--- config.mk ---
export PLATFORM = sky130hd
export DESIGN_NAME = data_mem_io
export DESIGN_NICKNAME = d
export VERILOG_FILES = /design/src/rtl/prg_pkg.sv /design/src/rtl/io_sync.sv /design/src/rtl/data_mem_io.sv
export SDC_FILE = /design/constraint.sdc
export NUM_CORES = 1
export LEC_CHECK = 0
export BUFFER_PORTS_ARGS = -buffer_cell sky130_fd_sc_hd__buf_2
export CORE_MARGIN = 2
export CORE_UTILIZATION = 46
export DETAILED_ROUTE_END_ITERATION = 10
export MAX_ROUTING_LAYER = met4
export PLACE_DENSITY = 0.62
export SYNTH_ARGS = -nofsm -noshare
export SYNTH_HDL_FRONTEND = slang
export SYNTH_SLANG_ARGS = --single-unit
--- constraint.sdc ---
create_clock -name CLK -period 2.42 [get_ports CLK]
set_clock_uncertainty 0.05 [all_clocks]
set_input_delay 0.484 -clock CLK [delete_from_list [all_inputs] [get_ports CLK]]
set_output_delay 0.484 -clock CLK [all_outputs]
set_load 0.01 [all_outputs]
--- src/rtl/prg_pkg.sv ---
// Shared constants for the 4-bit CPU: data/address widths and the memory map
// used by both the program decoder and the data-side responder.
package prg_pkg;
  localparam int DATA_W = 4;
  localparam int ADDR_W = 4;

  typedef logic [DATA_W-1:0] data_t;
  typedef logic [ADDR_W-1:0] addr_t;

  localparam addr_t MEM_MAX    = 4'hC;
  localparam addr_t IOIN_ADDR  = 4'hD;
  localparam addr_t IOOUT_ADDR = 4'hE;
  localparam addr_t NULL_ADDR  = 4'hF;
endpackage

--- src/rtl/io_sync.sv ---
// Multi-flop synchronizer for the asynchronous IOIN bus; every bit has its own
// chain, and the last stage is the only one the rest of the design may use.
module io_sync
  import prg_pkg::*;
#(
  parameter int P_SYNC = 2,
  parameter int P_W    = DATA_W
) (
  input  logic           i_clk,
  input  logic           i_rst_n,
  input  logic [P_W-1:0] i_d,
  output logic [P_W-1:0] o_q
);
  logic [P_W-1:0] r_sync [P_SYNC];

  always_ff @(posedge i_clk or negedge i_rst_n) begin
    if (!i_rst_n) begin
      for (int i = 0; i < P_SYNC; i++) r_sync[i] <= '0;
    end else begin
      r_sync[0] <= i_d;
      for (int i = 1; i < P_SYNC; i++) r_sync[i] <= r_sync[i-1];
    end
  end

  assign o_q = r_sync[P_SYNC-1];
endmodule

--- src/rtl/data_mem_io.sv ---
// Data-side responder: user data memory, memory-mapped IOIN/IOOUT and sticky
// error flags. Read data is combinational so the CPU loads it at the next edge.
module data_mem_io
  import prg_pkg::*;
#(
  parameter addr_t P_MEM   = MEM_MAX,
  parameter addr_t P_IOIN  = IOIN_ADDR,
  parameter addr_t P_IOOUT = IOOUT_ADDR,
  parameter int    P_SYNC  = 2
) (
  input  logic  CLK,
  input  logic  RST_N,
  input  addr_t MEM_A,
  input  logic  MEMW_LD,
  input  logic  MEMR_LD,
  input  data_t MEM_WD,
  output data_t MEM_RD,
  input  data_t IOIN,
  output data_t IOOUT,
  output logic  IOOUT_VLD,
  input  logic  IOOUT_ACK,
  input  logic  ERR_CLR,
  output logic  MEM_ERR,
  output logic  IOOUT_OVR
);
  data_t r_mem [0:P_MEM];
  data_t r_ioout;
  logic  r_vld;
  logic  r_mem_err;
  logic  r_ovr;
  data_t w_ioin_s;
  data_t w_rd;
  logic  w_wr_mem;
  logic  w_wr_out;
  logic  w_err_evt;
  logic  w_ovr_evt;

  io_sync #(.P_SYNC(P_SYNC), .P_W(DATA_W)) u_io_sync (
    .i_clk  (CLK),
    .i_rst_n(RST_N),
    .i_d    (IOIN),
    .o_q    (w_ioin_s)
  );

  assign w_wr_mem = MEMW_LD && (MEM_A <= P_MEM);
  assign w_wr_out = MEMW_LD && (MEM_A == P_IOOUT);
  // Writes to IOIN/0xF, reads of 0xF, and both strobes at once are illegal.
  assign w_err_evt = (MEMW_LD && ((MEM_A == P_IOIN) || (MEM_A == NULL_ADDR)))
                   || (MEMR_LD && (MEM_A == NULL_ADDR))
                   || (MEMW_LD && MEMR_LD);
  // A same-cycle ACK means the old IOOUT value was consumed, so no overrun.
  assign w_ovr_evt = w_wr_out && r_vld && !IOOUT_ACK;

  always_comb begin
    w_rd = '0;
    if (MEM_A <= P_MEM)        w_rd = r_mem[MEM_A];
    else if (MEM_A == P_IOIN)  w_rd = w_ioin_s;
    else if (MEM_A == P_IOOUT) w_rd = r_ioout;
  end

  always_ff @(posedge CLK or negedge RST_N) begin
    if (!RST_N) begin
      for (int i = 0; i <= int'(P_MEM); i++) r_mem[i] <= '0;
    end else if (w_wr_mem) begin
      r_mem[MEM_A] <= MEM_WD;
    end
  end

  always_ff @(posedge CLK or negedge RST_N) begin
    if (!RST_N) begin
      r_ioout <= '0;
      r_vld   <= 1'b0;
    end else if (w_wr_out) begin
      r_ioout <= MEM_WD;
      r_vld   <= 1'b1;
    end else if (IOOUT_ACK) begin
      r_vld   <= 1'b0;
    end
  end

  // Sticky flags: a new event in the clearing cycle keeps the flag set.
  always_ff @(posedge CLK or negedge RST_N) begin
    if (!RST_N) begin
      r_mem_err <= 1'b0;
      r_ovr     <= 1'b0;
    end else begin
      if (w_err_evt)    r_mem_err <= 1'b1;
      else if (ERR_CLR) r_mem_err <= 1'b0;
      if (w_ovr_evt)    r_ovr     <= 1'b1;
      else if (ERR_CLR) r_ovr     <= 1'b0;
    end
  end

  assign MEM_RD    = w_rd;
  assign IOOUT     = r_ioout;
  assign IOOUT_VLD = r_vld;
  assign MEM_ERR   = r_mem_err;
  assign IOOUT_OVR = r_ovr;
endmodule
Word-level counts from Yosys, hierarchy flattened. Cells that the tools add are included.

Memory bits (writable): 0. Input port bits: 18. Latch bits: 0. ROM bits: 0. Output and inout port bits: 11. Memories kept: 0. Register bits after elaboration: 67. Logic and storage cells: 55.

$lt $le $gt $ge: 3. Reductions and logical operators: 15. Shifts and indexed selects: 0. Bitwise operators: 1. Equality and inequality tests: 3. Mux-type cells: 14. $add $sub $neg: 0. Div/mod/pow operators: 0. Multiply operators: 0.

Operators by type and width (count): 52-bit bitwise mux (1); 4-bit 2-to-1 mux (6); 4-bit binary-select mux with 4-bit select (1); 4-bit demux with 4-bit select (1); 4-bit equality test, second input constant (3); 1-bit logical AND (8); 2-bit nonzero test (3); 5-bit greater-or-equal comparator, second input constant (1); 5-bit by 1-bit < comparator with 1-bit output, second input constant (1); 1-bit 2-to-1 mux (5); 4-bit NOT with 5-bit output (1); 4-bit less-or-equal comparator, second input constant (1); 1-bit logical OR (3); 1-bit logical NOT (1).

Logic depth before layout (Yosys ltp). Gate-level depths: netlist of the first run.

Depth in word-level cells: 6. Gate-level depth with buffers: 6. Mapped depth without buffers: 3.

Hierarchy. Synthesis of the first run repeated with hierarchy kept, for this count alone.

Cell total of the unflattened synthesis: 208. Area total of the unflattened synthesis: 3075.4 um2.

Modules (own cells, without submodules): data_mem_io (cells an instance 196, seq. area each 1476.4 um2, area each 2845.2 um2, times used 1); io_sync (cells an instance 12, seq. area each 200.2 um2, area each 230.2 um2, times used 1).

Worst setup path after synthesis of the first run. OpenSTA, ideal clock, no wires.

Kind: in2out. Start: input port MEM_A[0]. End: output port MEM_RD[0]. Data required time: 1.886 ns. Setup slack: 0.271 ns. Stages on the path: 4. Arrival time: 1.615 ns. Path buffers: 1. Cell sequence: buf_2 mux4_2 or2_1 a31o_1.

Cells in the longest elaborated chain, start to end: 5. Elaborated cells between the ends (all ways): 10. Those cells by class: order compare: 1; eq/ne: 2; mux: 6; bitwise: 1.

Ends and longest elaborated chain: start: declaration (RTL line data_mem_io.sv:13) `input addr_t MEM_A,`; 4-bit NOT with 5-bit output (implied by the code) (RTL line data_mem_io.sv:56) `if (MEM_A <= P_MEM) w_rd = r_mem[MEM_A];`; 4-bit binary-select mux with 4-bit select (RTL line data_mem_io.sv:56); 4-bit 2-to-1 mux (implied by the code) (2 in series) (RTL line data_mem_io.sv:56); 4-bit 2-to-1 mux * (RTL line data_mem_io.sv:56); end: declaration (RTL line data_mem_io.sv:17) `output data_t MEM_RD,`.

Mark *: on every way between the ends. The rest lies on a longest branch, timed or not. The select of a mux whose other input is x is not followed.

Worst setup path after layout of the first run.
Start: input port MEM_A[1]. End: output port MEM_RD[0].

Same word-level chain as after synthesis.

==> results of run 1 <==
## flip-flops by register name, summed over array words and instances (netlist names)
name	cells
IOOUT_OVR	1
IOOUT	4
r_mem	52
u_io_sync.r_sync	4
MEM_ERR	1
u_io_sync.o_q	4
IOOUT_VLD	1
## cell usage in the layout, fill, tap and decap left out, drive strengths merged
master / instances
o22ai: 1
nand3b: 2
a31o: 4
buf: 38
and3: 1
o221ai: 4
inv: 6
clkinv: 4
nor3b: 1
o21ai: 1
nor2b: 2
nor2: 9
or2: 5
clkbuf: 9
nor3: 3
clkinvlp: 2
bufinv: 1
a32oi: 1
mux2: 56
a22o: 4
nand3: 1
nand2b: 5
nand2: 4
mux4: 12
mux2i: 4
dfrtp: 67
## worst paths after layout
| check | slack (ns) | from | to |
|---|---|---|---|
| setup reg to reg | 1.60 | IOOUT[3] | IOOUT[3] |
| min in group CLK | 0.20 | IOIN[1] | u_io_sync.r_sync[5] |
| setup / recovery | 0.05 | MEM_A[1] | MEM_RD[0] |
| hold / removal | 0.10 | RST_N | r_mem[6] |
| hold reg to reg | 0.30 | u_io_sync.r_sync[4] | u_io_sync.o_q[0] |
| max in group asynchronous | 1.57 | RST_N | r_mem[47] |
## power by group
part,internal [uW],total [uW],leakage [uW],switching [uW]
registers,1350,1460,0.000819,110
clock network,471,897,0.0000950,426
logic,323,528,0.000653,205
## per-stage QoR
stage                     TNS, ns  cell area, um2  setup WS (ns)  utilization (%)
after floorplan                 0            3050          0.271                -
after global placement    -0.0656            3300        -0.0426             51.6
after detailed placement   -0.130            3300        -0.0587             51.6
after CTS                       0            3490         0.0362             54.7
after global routing            0            3490         0.0124             54.7
final                           0            3490         0.0486             54.7
## cells by family after synthesis
kind of cell           count (synthesis)
AOI/OAI and AO/OA                     15
and+or+nand+nor                       33
muxes                                 72
DFF                                   67
buffers and inverters                 18
## layer usage
metal | global-route usage (%) | wire length, um | up-vias
li1 | - | - | 826
met1 | 29.0 | 3010 | 898
met2 | 23.7 | 2520 | 39
met3 | 3.70 | 257 | 16
met4 | 9.38 | 182 | 0
met5 | - | 0 | -
## final cells by class
type,instances,area share [%]
Clock inverter,7,1.97
Timing Repair Buffer,38,6.59
Inverter,6,0.645
Multi-Input combinational cell,120,36.5
Clock buffer,9,3.55
Sequential cell,67,48.0
Tap cell,77,2.76
==> impl_metrics.env, run 1 <==
export IMPL_yosysWarnings=0
export IMPL_grt_ovfl_total=0
export IMPL_endpoint_kind="primary output"
export IMPL_setup_violations_final=0
export IMPL_synth_seq_cells=67
export IMPL_ir_drop_v=0.000469
export IMPL_start_kind="input port"
export IMPL_grt_pass1_vias=1832
export IMPL_power_uw=2880
export IMPL_max_freq_mhz=422
export IMPL_numCtsBuffers=9
export IMPL_muxShareOfSynthArea_pct=31.3
export IMPL_cp_cell_sequence="buf_4 > buf_4 > mux4_2 > a22o_1 > a31o_1 > buf_2"
export IMPL_cts_resized=1
export IMPL_cp_max_fo=9
export IMPL_yosysMostFrequentCell="dfrtp_1"
export IMPL_min_period_ns=2.37
export IMPL_power_leakage_uw=0.00157
export IMPL_htreeDepth=3
export IMPL_dp_cells=308
export IMPL_place_hpwl_um=4160
export IMPL_hp_class="input port to asynchronous set/reset pin"
export IMPL_track_usage_pct=18.9
export IMPL_p_per_area_nw_per_um2=825
export IMPL_boundaryPins=29
export IMPL_path_common_cell="buf_4"
export IMPL_antenna_cells=0
export IMPL_wl_um=5960
export IMPL_critical_path_required_ns=1.89
export IMPL_cts_num_sinks=67
export IMPL_clk_pin_slew_ns=0.07
export IMPL_crit_type="input port to primary output"
export IMPL_stdcell_count=324
export IMPL_post_drt_wl_per_cell_um=18.4
export IMPL_synthAdderAreaFrac_pct=0
export IMPL_syn_num_nets=223
export IMPL_syn_inst=205
export IMPL_synthXorXnorAreaFrac_pct=0
export IMPL_async_flop_share_pct=100
export IMPL_fillers=554
export IMPL_multiInputGateArea_um2=1270
export IMPL_grt_max_degree=43
export IMPL_cts_buffer_depth=2
export IMPL_synth_top_family_by_area="multiplexers"
export IMPL_reg2reg_depth=1
export IMPL_core_area_um2=6390
export IMPL_ys_top_cells_by_count="67 x dfrtp_1, 56 x mux2_2, 9 x nor2_1"
export IMPL_die_x_um=85.5
export IMPL_insertion_delay_ns=0.34
export IMPL_yosysTopAreaCell="dfrtp_1"
export IMPL_synth_edf_count=0
export IMPL_max_cap_violations=0
export IMPL_port_buffers=28
export IMPL_gp_congestion=0.829
export IMPL_synth_area_leaders="dfrtp_1 55%, mux2_2 21%, mux4_2 5.9%"
export IMPL_drt_first_pass_iters=4
export IMPL_hold_slack_ns=0.102
export IMPL_slowest_stage="mux4_2"
export IMPL_grt_setup_unrepaired="false"
export IMPL_syn_area_um2=3050
export IMPL_die_h_um=85.5
export IMPL_rows=29
export IMPL_slew_limit_headroom_pct=58.2
export IMPL_final_nets=260
export IMPL_antenna_found_initial=0
export IMPL_final_period_utilization_pct=98.0
export IMPL_cp_arrival_ns=1.84
export IMPL_synth_compound_area_share_pct=4.10
export IMPL_num_vias=1779
export IMPL_postRouteAntennaNets=0
export IMPL_ys_types=27
export IMPL_slowest_delay_ns=0.49
export IMPL_drive_gt1_share_pct=49.8
export IMPL_finalHoldViolCount=0
export IMPL_cp_depth=6
export IMPL_vias_per_cell=5.49
export IMPL_drcViolationCount=0
export IMPL_root_buffer="clkbuf_8"
export IMPL_status="finished, final reports clean"
export IMPL_worst_pin_slew_ns=0.627
export IMPL_synth_seq_area_share_pct=54.9
export IMPL_die_area_um2=7310
export IMPL_synthSimpleGateAreaFrac_pct=6.31
export IMPL_synth_top_area_share_pct=54.9
export IMPL_syn_to_final_growth_pct=14.3
export IMPL_path_buf_inv=3
export IMPL_post_cts_repair_setup_buffers=0
export IMPL_drt_iter0_drc=128
export IMPL_cp_top_family="multiplexers"
export IMPL_tritoncts="done"
export IMPL_syn_avg_cell_area_um2=14.9
export IMPL_ctsHoldBuffers=0
export IMPL_grt_pass1_wl_um=9990
export IMPL_final_max_slew_violation_count=0
export IMPL_synth_flop_cell="dfrtp_1"
export IMPL_start_util_pct=47.8
export IMPL_seqCellArea_um2=1680
Power figures use the tool's default switching activity.
==> run 2: changes to the inputs <==
Settings changed: BUFFER_PORTS_ARGS -buffer_cell sky130_fd_sc_hd__buf_2 to -buffer_cell sky130_fd_sc_hd__clkbuf_2, SETUP_SLACK_MARGIN set to 0.02.
==> impl_metrics.env, run 2 (synthesized netlist as in run 1, its figures left out) <==
export IMPL_final_common_cell="dfrtp_1"
export IMPL_gp_congestion=0.793
export IMPL_largest_register="r_mem"
export IMPL_grt_pass1_vias=1840
export IMPL_max_freq_mhz=428
export IMPL_final_period_utilization_pct=96.6
export IMPL_insertion_delay_ns=0.34
export IMPL_cp_max_fo=2
export IMPL_hp_class="input port to asynchronous set/reset pin"
export IMPL_antenna_found_initial=0
export IMPL_seqCellArea_um2=1680
export IMPL_wl_um=5990
export IMPL_crit_type="flop to primary output"
export IMPL_fillers=546
export IMPL_boundaryPins=29
export IMPL_cts_resized=2
export IMPL_place_hpwl_um=4210
export IMPL_finalHoldViolCount=0
export IMPL_worst_pin_slew_ns=0.560
export IMPL_clk_pin_slew_ns=0.07
export IMPL_cp_arrival_ns=1.80
export IMPL_largest_reg_flops=52
export IMPL_start_util_pct=47.8
export IMPL_min_period_ns=2.34
export IMPL_setup_violations_final=0
export IMPL_final_cell_mix="67 x dfrtp_1, 56 x mux2_2, 26 x clkbuf_2"
export IMPL_grt_setup_unrepaired="false"
export IMPL_port_buffers=28
export IMPL_fin_tns_setup_ns=0
export IMPL_cts_num_sinks=67
export IMPL_p_switching_uw=705
export IMPL_hold_slack_ns=0.0786
export IMPL_die_x_um=85.5
export IMPL_max_cap_violations=0
export IMPL_core_area_um2=6390
export IMPL_post_drt_wl_per_cell_um=18.3
export IMPL_rows=29
export IMPL_die_area_um2=7310
export IMPL_track_usage_pct=18.8
export IMPL_htreeDepth=3
export IMPL_slew_limit_headroom_pct=62.7
export IMPL_post_cts_repair_setup_buffers=0
export IMPL_pwr_share_clk_pct=30.8
export IMPL_start_kind="flop"
export IMPL_status="finished, final reports clean"
export IMPL_drt_iter0_drc=108
export IMPL_ir_drop_v=0.000483
export IMPL_p_int_uw=2180
export IMPL_grt_ovfl_total=0
export IMPL_numCtsBuffers=9
export IMPL_multiInputGateArea_um2=1270
export IMPL_tritoncts="done"
export IMPL_antenna_cells=0
export IMPL_root_buffer="clkbuf_8"
export IMPL_critical_path_required_ns=1.89
export IMPL_num_vias=1821
export IMPL_final_nets=263
export IMPL_grt_pass1_wl_um=9670
export IMPL_syn_to_final_growth_pct=15.1
export IMPL_postRouteAntennaNets=0
export IMPL_drcViolationCount=0
export IMPL_cts_buffer_depth=2
export IMPL_grt_max_degree=44
export IMPL_p_per_area_nw_per_um2=820
export IMPL_ctsHoldBuffers=0
export IMPL_reg2reg_from="r_mem[40]"
export IMPL_final_max_slew_violation_count=0
export IMPL_drive_gt1_share_pct=48.8
export IMPL_die_h_um=85.5
export IMPL_p_comb_share_pct=18.4
export IMPL_drt_first_pass_iters=4
export IMPL_seq_power_share_pct=50.7
export IMPL_p_sw_share_pct=24.5
export IMPL_endpoint_kind="primary output"
export IMPL_crit_start="r_mem[42]"
export IMPL_vias_per_cell=5.57
export IMPL_power_leakage_uw=0.00158
## run 2: layout make-up
cell class | count | area share (%)
repair buffers | 41 | 7.37
multi-input cells | 120 | 36.2
clock buffers | 14 | 4.34
inverters | 6 | 0.641
flip-flops and latches | 67 | 47.7
clock inverters | 2 | 0.996
well taps | 77 | 2.74
## run 2: per-layer routing
layer	share of wire, %	track usage (%)
met3	4.5	5.93
met4	1.9	8.51
met5	0	-
met1	48	25.4
met2	46	25.9
## run 2: worst paths after layout
kind | cells past startpoint | end | slack (ns)
worst max-delay path | 4 | MEM_RD[2] | 0.08
worst min-delay path | 1 | r_mem[16] | 0.08
worst max register to register | 1 | r_mem[40] | 1.59
worst min register to register | 0 | u_io_sync.o_q[2] | 0.30
max in group asynchronous | 2 | r_mem[39] | 1.61
min in group CLK | 1 | u_io_sync.r_sync[4] | 0.19
## run 2: worst max-delay path: stages, from the launching register on
cell and delay (ns):
dfrtp_1 0.39, mux4_1 0.51, a22o_1 0.25, a31o_1 0.20, clkbuf_2 0.12
## run 2: stage by stage
step / worst slack, ns / instance area, um2 / total power, uW / std cells / util [%]
6_report: 0.0812 / 3520 / 2880 / 327 / 55.1
5_1_grt: 0.0293 / 3520 / 3030 / 327 / 55.1
4_1_cts: 0.0645 / 3520 / 2920 / 327 / 55.1
3_5_place_dp: -0.0846 / 3320 / 2020 / 311 / 52.0
3_3_place_gp: -0.0659 / 3320 / 2000 / 311 / 52.0
2_1_floorplan: 0.271 / 3050 / 1830 / 205 / -
## run 2: power groups by stage
| stage | sequential [uW] | combinational, uW | clock (uW) |
|---|---|---|---|
| floorplan | 1450 | 388 | 0 |
| global placement | 1480 | 524 | 0 |
| detailed placement | 1480 | 537 | 0 |
| CTS | 1460 | 540 | 921 |
| global route | 1490 | 577 | 967 |
| finish | 1460 | 531 | 889 |
